### src/rtl/fifo_arb_pkg.sv
// Shared types and defaults for the FIFO write-port arbiter and its
// round-robin picker.
package fifo_arb_pkg;

    typedef enum logic [0:0] {
        IDLE  = 1'b0,
        GRANT = 1'b1
    } arb_state_e;

    localparam int DEF_MAX_BURST     = 4;
    localparam int DEF_STALL_TIMEOUT = 8;

    // Grant index width; a single requester still needs one bit.
    function automatic int idx_width(input int n);
        return (n > 1) ? $clog2(n) : 1;
    endfunction

endpackage

### src/rtl/fifo_wr_arbiter_rr_picker.sv
// Combinational round-robin picker: the first asserted request at or after
// rr_ptr+1, wrapping modulo NUM_REQ.
module rr_picker #(
    parameter int NUM_REQ = 4,
    parameter int IDX_W   = 2
) (
    input  logic [NUM_REQ-1:0] req,
    input  logic [IDX_W-1:0]   rr_ptr,
    output logic               pick_valid,
    output logic [IDX_W-1:0]   pick_idx
);

    int               cand;
    logic [IDX_W-1:0] cand_idx;

    // Walk from the farthest offset to the nearest so the nearest match
    // is the one left standing.
    always_comb begin
        // NOTE: every output gets a default before any branch, so no path
        // leaves a signal unassigned and no latch is inferred.
        pick_valid = 1'b0;
        pick_idx   = '0;
        cand       = 0;
        cand_idx   = '0;
        for (int off = NUM_REQ; off >= 1; off--) begin
            cand = int'(rr_ptr) + off;
            if (cand >= NUM_REQ) begin
                cand = cand - NUM_REQ;
            end
            cand_idx = IDX_W'(cand);
            if (req[cand_idx]) begin
                pick_valid = 1'b1;
                pick_idx   = cand_idx;
            end
        end
    end

endmodule

### src/rtl/fifo_wr_arbiter.sv
// Round-robin arbiter sharing one FIFO write port between NUM_REQ producers,
// with bounded bursts, a stall timeout and FIFO-full back-pressure.
module fifo_wr_arbiter
    import fifo_arb_pkg::*;
#(
    parameter int DATA_WIDTH    = 32,
    parameter int NUM_REQ       = 4,
    parameter int MAX_BURST     = DEF_MAX_BURST,
    parameter int STALL_TIMEOUT = DEF_STALL_TIMEOUT,
    parameter int IDX_W         = idx_width(NUM_REQ)
) (
    input  logic                          clk_in,
    input  logic                          sreset,
    input  logic [NUM_REQ-1:0]            req_valid,
    input  logic [NUM_REQ-1:0]            req_last,
    input  logic [NUM_REQ*DATA_WIDTH-1:0] req_data,
    output logic [NUM_REQ-1:0]            req_ready,
    input  logic                          fifo_full,
    output logic                          fifo_trans_write,
    output logic [DATA_WIDTH-1:0]         fifo_data_in,
    output logic                          grant_active,
    output logic [IDX_W-1:0]              grant_id
);

    localparam int BEAT_W  = $clog2(MAX_BURST + 1);
    localparam int STALL_W = $clog2(STALL_TIMEOUT + 1);

    arb_state_e         state, state_nxt;
    logic [IDX_W-1:0]   grant_id_nxt;
    logic [IDX_W-1:0]   rr_ptr, rr_ptr_nxt;
    logic [BEAT_W-1:0]  beat_cnt, beat_cnt_nxt;
    logic [STALL_W-1:0] stall_cnt, stall_cnt_nxt;

    logic               pick_valid;
    logic [IDX_W-1:0]   pick_idx;

    logic [DATA_WIDTH-1:0] slot_data [NUM_REQ];
    logic                  gnt_valid;
    logic                  gnt_last;
    logic                  accept;

    always_comb begin
        for (int i = 0; i < NUM_REQ; i++) begin
            slot_data[i] = req_data[i*DATA_WIDTH +: DATA_WIDTH];
        end
    end

    assign gnt_valid = req_valid[grant_id];
    assign gnt_last  = req_last[grant_id];
    // A beat is never written in a reset cycle, even mid-burst.
    assign accept    = (state == GRANT) && gnt_valid && !fifo_full && !sreset;

    rr_picker #(
        .NUM_REQ (NUM_REQ),
        .IDX_W   (IDX_W)
    ) u_picker (
        .req        (req_valid),
        .rr_ptr     (rr_ptr),
        .pick_valid (pick_valid),
        .pick_idx   (pick_idx)
    );

    always_ff @(posedge clk_in) begin
        // NOTE: non-blocking assignments so every register samples the
        // pre-edge values, independent of statement order.
        if (sreset) begin
            state     <= IDLE;
            grant_id  <= '0;
            rr_ptr    <= IDX_W'(NUM_REQ - 1);
            beat_cnt  <= '0;
            stall_cnt <= '0;
        end else begin
            state     <= state_nxt;
            grant_id  <= grant_id_nxt;
            rr_ptr    <= rr_ptr_nxt;
            beat_cnt  <= beat_cnt_nxt;
            stall_cnt <= stall_cnt_nxt;
        end
    end

    always_comb begin
        state_nxt        = state;
        grant_id_nxt     = grant_id;
        rr_ptr_nxt       = rr_ptr;
        beat_cnt_nxt     = beat_cnt;
        stall_cnt_nxt    = stall_cnt;
        req_ready        = '0;
        fifo_trans_write = 1'b0;
        fifo_data_in     = '0;
        grant_active     = 1'b0;

        case (state)
            IDLE: begin
                if (pick_valid) begin
                    grant_id_nxt  = pick_idx;
                    rr_ptr_nxt    = pick_idx;
                    beat_cnt_nxt  = '0;
                    stall_cnt_nxt = '0;
                    state_nxt     = GRANT;
                end
            end
            GRANT: begin
                grant_active = 1'b1;
                if (!fifo_full && !sreset) begin
                    req_ready = NUM_REQ'(1) << grant_id;
                end
                if (gnt_valid) begin
                    // A full-stalled but valid grantee is not idle.
                    stall_cnt_nxt = '0;
                    if (accept) begin
                        fifo_trans_write = 1'b1;
                        fifo_data_in     = slot_data[grant_id];
                        beat_cnt_nxt     = beat_cnt + 1'b1;
                        if (gnt_last || beat_cnt == BEAT_W'(MAX_BURST - 1)) begin
                            state_nxt = IDLE;
                        end
                    end
                end else if (stall_cnt == STALL_W'(STALL_TIMEOUT - 1)) begin
                    state_nxt = IDLE;
                end else begin
                    stall_cnt_nxt = stall_cnt + 1'b1;
                end
            end
        endcase
    end

endmodule

### config.mk
export PLATFORM = sky130hd
export DESIGN_NAME = fifo_wr_arbiter
export DESIGN_NICKNAME = d
export VERILOG_FILES = /design/src/rtl/fifo_arb_pkg.sv /design/src/rtl/fifo_wr_arbiter_rr_picker.sv /design/src/rtl/fifo_wr_arbiter.sv
export SDC_FILE = /design/constraint.sdc
export NUM_CORES = 1
export LEC_CHECK = 0
export CORE_MARGIN = 10
export CORE_UTILIZATION = 30
export DETAILED_ROUTE_END_ITERATION = 10
export GPL_TIMING_DRIVEN = 0
export PLACE_DENSITY = 0.82
export SYNTH_ARGS = -nofsm -noshare
export SYNTH_HDL_FRONTEND = slang
export SYNTH_HIERARCHICAL = 1
export SYNTH_SLANG_ARGS = --single-unit
### constraint.sdc
create_clock -name clk_in -period 5.16 [get_ports clk_in]
set_clock_uncertainty 0.15 [all_clocks]
set_input_delay 1.032 -clock clk_in [delete_from_list [all_inputs] [get_ports clk_in]]
set_output_delay 1.032 -clock clk_in [all_outputs]
set_load 0.1 [all_outputs]
* After elaboration in Yosys (flattened, before gate mapping)
Index checks and enable logic that the tools add are counted. W data, S select, Z words.
Word-level totals: register bits 12, bits in latches 0, bits in writable memories 0, bits in read-only memories 0, input bits 139, output and inout bits 40, word-level logic and storage cells 94, memories kept 0
Cells by class: add/sub/neg operators 10, multiply operators 0, divide/modulo/power cells 0, $lt $le $gt $ge 10, equal/unequal tests 6, shifts and indexed selects 1, mux-type cells 50, bitwise logic cells 2, reduce and logical (&&, ||, !) cells 10
Operators by type and width (count):
- $mux W32 | 5
- $bmux W32 S2 | 1
- $mux W4 | 5
- $mux W1 | 19
- $mux W2 | 8
- $lt A2 B3 Y1 const B | 5
- $bmux W1 S2 | 6
- $ge A3 B3 Y1 const B | 4
- $mux W3 | 3
- $pmux W4 S2 | 1
- $sub A2 B1 Y2 const B | 4
- $add A2 B2 Y3 const B | 2
- $pmux W3 S2 | 1
- $add A2 B3 Y4 const B | 1
- $add A4 B1 Y4 const B | 1
- $eq A4 B3 Y1 const B | 1
- $ge A4 B3 Y1 const B | 1
- $logic_and A1 B1 Y1 | 4
- $ne A2 B1 Y1 const B | 2
- $reduce_and A2 Y1 | 2
- $shl A1 B2 Y4 const A | 1
- $add A2 B1 Y3 const B | 1
- $add A3 B1 Y3 const B | 1
- $eq A3 B2 Y1 const B | 1
- other kinds (8) | 9

* Depth between registers and ports, before layout
word-level depth 11, mapped depth 5, depth with buffers taken out 5

* Hierarchy
Netlist, hierarchy kept.
Modules (own cells, without submodules):
- fifo_wr_arbiter | instances 1, cells an instance 158, area each 1681.6 um2, seq. area each 240.2 um2
- rr_picker | instances 1, cells an instance 14, area each 91.3 um2, seq. area each 0.0 um2

* Worst setup path after synthesis
OpenSTA, ideal clock, no wires.
path type register -> output, from register state, to output req_ready[0], arrival 4.136 ns, data required time 3.978 ns, path slack -0.158 ns, cell stages (with the launch flop) 3, buffers on the path 0, cells stage by stage dfxtp_1 nand2b_1 nor4_1
Between the ends: cells in the longest elaborated chain, start to end 1
RTL lines:
- from (decl) | line fifo_wr_arbiter.sv:28 | arb_state_e state, state_nxt;
- from (signal assigned) | line fifo_wr_arbiter.sv:73 | state <= state_nxt;
- $mux W4 | line fifo_wr_arbiter.sv:92 | case (state)
- to (decl) | line fifo_wr_arbiter.sv:17 | output logic [NUM_REQ-1:0] req_ready,
No other way between the ends.

* Final worst setup path
from input req_valid[1], to output fifo_data_in[25]
Between the ends: cells in the longest elaborated chain, start to end 8
RTL lines:
- from (decl) | line fifo_wr_arbiter.sv:14 | input logic [NUM_REQ-1:0] req_valid,
- $bmux W1 S2 * | line fifo_wr_arbiter.sv:48 | assign gnt_valid = req_valid[grant_id];
- $mux W1 (implied by the code) * | line fifo_wr_arbiter.sv:48
- $logic_and A1 B1 Y1 (3 in a row) | line fifo_wr_arbiter.sv:51 | assign accept = (state == GRANT) && gnt_valid && !fifo_full && !sreset;
- $mux W32 | line fifo_wr_arbiter.sv:110 | if (accept) begin
- $mux W32 * | line fifo_wr_arbiter.sv:107 | if (gnt_valid) begin
- $mux W32 * | line fifo_wr_arbiter.sv:92
- to (decl) | line fifo_wr_arbiter.sv:20 | output logic [DATA_WIDTH-1:0] fifo_data_in,
Mark *: on every way between the ends. The rest lies on a longest branch, timed or not. The select of a mux whose other input is x is not followed.

==> metrics.txt <==
CTS clk-pin slew, worst paths=0.05 ns; Antenna Diode Count=0; starting density of the core=about a third; Post-Syn Area=0.00177 mm²; mean cell area of the mapped netlist=10.3 µm²; cell count after synthesis=172; count of final hold-check violations=0; aggregate negative setup slack=0 ns; H-Tree Depth=1; post-DR vias/cell=5.32; fill cell total of the finished layout=510; total I/O pin count=~180; portion of the clock cycle consumed by the worst path in the final layout=95.4%; required time of the critical path=a little under 4 ns; Warnings, synthesis=6; power density over the cells=about 140 mW/mm²; count of cells resized by post-cts repair=0; Clk Latency, worst-skew pair=0.24 ns; Root Buffer=sky130_fd_sc_hd__clkbuf_8; minimum period implied by the final worst setup slack=4.92 ns; Die X=96.9 µm; register area share after synthesis=13.5%; number of design rule violations left after detail routing=0; worst path arrival time=3.74 ns; RSZ-0062 raised after global routing=false; estimated wirelength of the detail-placed design=8360 µm; Die Area=0.00938 mm²; post-layout total power=0.531 mW; IR Drop Worst-Case VDD=between 0.0001 and 0.00015 V; leakage power of the design=1.43 nW; total congestion overflow after global routing=0; number of global-route vias before repair=2513; Row Count=27; Distinct cells, synth=39; headroom to the max-slew limit=28.8%; number of antenna-violating nets in the routed design=0; most common cell in the netlist=sky130_fd_sc_hd__mux4_2; max frequency=slightly above 0.2 GHz; Slew Limit Fails=0; post-DR wirelength/cell=22.0 µm; share of flip-flops with an asynchronous set or reset=0%; Setup violations, final=0; Final Net Count=slightly below 500; kind of capture point of the worst setup path=primary output; buffers inserted by post-CTS timing repair=0; pin count of the biggest net entering global routing=11; post-synthesis register bit count=12; synth top area cells=sky130_fd_sc_hd__mux4_2 (43%), sky130_fd_sc_hd__dfxtp_1 (14%), sky130_fd_sc_hd__and3_1 (12%); count of TritonRoute iterations in the first routing pass=4; layout overhead on the synthesized area=109%; routability congestion estimate from global placement=~0.88; footprint of the flip-flops and latches=between 200 and 250 µm²; Post-CTS Hold Fix Bufs=0; total routing usage reported by global routing=18.9%; status=complete, no violations; total CTS buffers=3; reg-to-reg setup timing slack=3.27 ns; net count after synthesis=314; pin slew with the least headroom to its limit=approximately 1.1 ns; max_cap viols=0; Die Y=roughly 97 µm; Most used DFF post-synth=sky130_fd_sc_hd__dfxtp_1; worst setup path category=in2out; Worst Path Max Fanout=10; cell accounting for the most synthesized area=sky130_fd_sc_hd__mux4_2; standard cell core area=0.00561 mm²; worst min-delay path category=reg2reg; Post-synth top cells=sky130_fd_sc_hd__mux4_2 (34), sky130_fd_sc_hd__and3_1 (33), sky130_fd_sc_hd__dfxtp_1 (12), sky130_fd_sc_hd__inv_1 (10); portion of synthesized cell area occupied by the leading cell type=between 40% and 50%; TritonCTS clock tree=built; global-route wire length before repair=between 10000 and 15000 µm; initial drt markers=64; sink count of the clock tree=12; maximum buffer depth of the clock tree=2; area taken by multi-input logic gates=0.00141 mm²; number of buffers added on ports=178; share of cells above drive strength 1=14.4%; initial antenna violation count=0; count of flip-flops with a built-in enable after synthesis=0; category of the worst setup path launch point=primary input; DR vias=2267; Routed WL=9380 µm
## critical path, cell delays in order
cell	delay [ns]
sky130_fd_sc_hd__clkdlybuf4s50_1	0.56
sky130_fd_sc_hd__mux4_2	0.29
sky130_fd_sc_hd__buf_6	0.14
sky130_fd_sc_hd__clkbuf_1	0.30
sky130_fd_sc_hd__and3_1	0.25
sky130_fd_sc_hd__clkdlybuf4s50_1	1.15
## final timing paths
check | from | to | cells after the start
worst max register to register | state | state | 4
worst max-delay path | req_valid[1] | fifo_data_in[25] | 6
worst min register to register | stall_cnt[3] | stall_cnt[3] | 2
worst min-delay path | stall_cnt[3] | stall_cnt[3] | 2
## cell type report
cell class / instances / share of cell area (%)
tap: 72 / 2.43
buffer: 18 / 2.46
clock buffer: 4 / 1.49
multi-input combinational: 132 / 38.0
sequential: 12 / 6.48
inverter: 10 / 1.01
timing repair buffer: 178 / 48.1
## layout by cell type (no fill, tap or decap), types with 2 or more instances in the layout
cell type                         count
sky130_fd_sc_hd__and3_1              33
sky130_fd_sc_hd__nand2_1              9
sky130_fd_sc_hd__a211o_1              3
sky130_fd_sc_hd__nand2b_1             5
sky130_fd_sc_hd__clkdlybuf4s50_1    178
sky130_fd_sc_hd__buf_4                3
sky130_fd_sc_hd__clkbuf_8             4
sky130_fd_sc_hd__nor2_1               6
sky130_fd_sc_hd__buf_1                2
sky130_fd_sc_hd__nor3_1               2
sky130_fd_sc_hd__nor2b_1              2
sky130_fd_sc_hd__inv_1               10
sky130_fd_sc_hd__buf_2                4
sky130_fd_sc_hd__dfxtp_1             12
sky130_fd_sc_hd__mux4_2              34
sky130_fd_sc_hd__o31ai_1              2
sky130_fd_sc_hd__clkbuf_1             8
sky130_fd_sc_hd__nand3b_1             2
sky130_fd_sc_hd__a21oi_1              9
sky130_fd_sc_hd__nand3_1              3
sky130_fd_sc_hd__ha_1                 3
## routing by layer
layer,up-vias,share of wire [%],track usage (%)
met5,-,0,0
met4,0,2.4,5.41
met3,12,9.9,8.73
met2,103,54,35.7
met1,1098,33,17.6
li1,1054,-,-
## registers in the layout (all words and copies together), names as in the netlist
signal / cells
beat_cnt: 3
grant_id: 2
rr_ptr: 2
stall_cnt: 4
state: 1
## stage by stage
step / std cells / utilization [%] / cell area [µm²] / hold WS [ns] / setup slack [ns]
after floorplan: 172 / - / 1780 / 0.308 / 0.917
after global placement: 422 / 65.1 / 3650 / 0.325 / 0.243
after detailed placement: 422 / 65.1 / 3650 / 0.332 / 0.232
after CTS: 426 / 66.1 / 3710 / 0.341 / 0.222
after global routing: 426 / 66.1 / 3710 / 0.384 / 0.0983
final: 426 / 66.1 / 3710 / 0.341 / 0.239
## cells by family (layout without fill, tap and decap cells)
logic type,after synthesis,count (layout),synth area share (%)
multiplexers,36,36,44.4
AND/OR/NAND/NOR,69,69,22.9
AO/OA/AOI/OAI,24,24,9.81
buffers and inverters,28,210,7.27
flip-flops,12,12,13.5
adder cells (fa/ha/maj),3,3,2.12
## power by group
part           total [mW]  leakage, nW  internal, mW  switching [mW]
Clock               0.102       0.0288        0.0674          0.0343
Combinational       0.326         1.30         0.177           0.148
Sequential          0.103       0.0982        0.0972         0.00611
Total               0.531         1.43         0.342           0.189
Note: power is estimated with default switching activity, not from simulation.
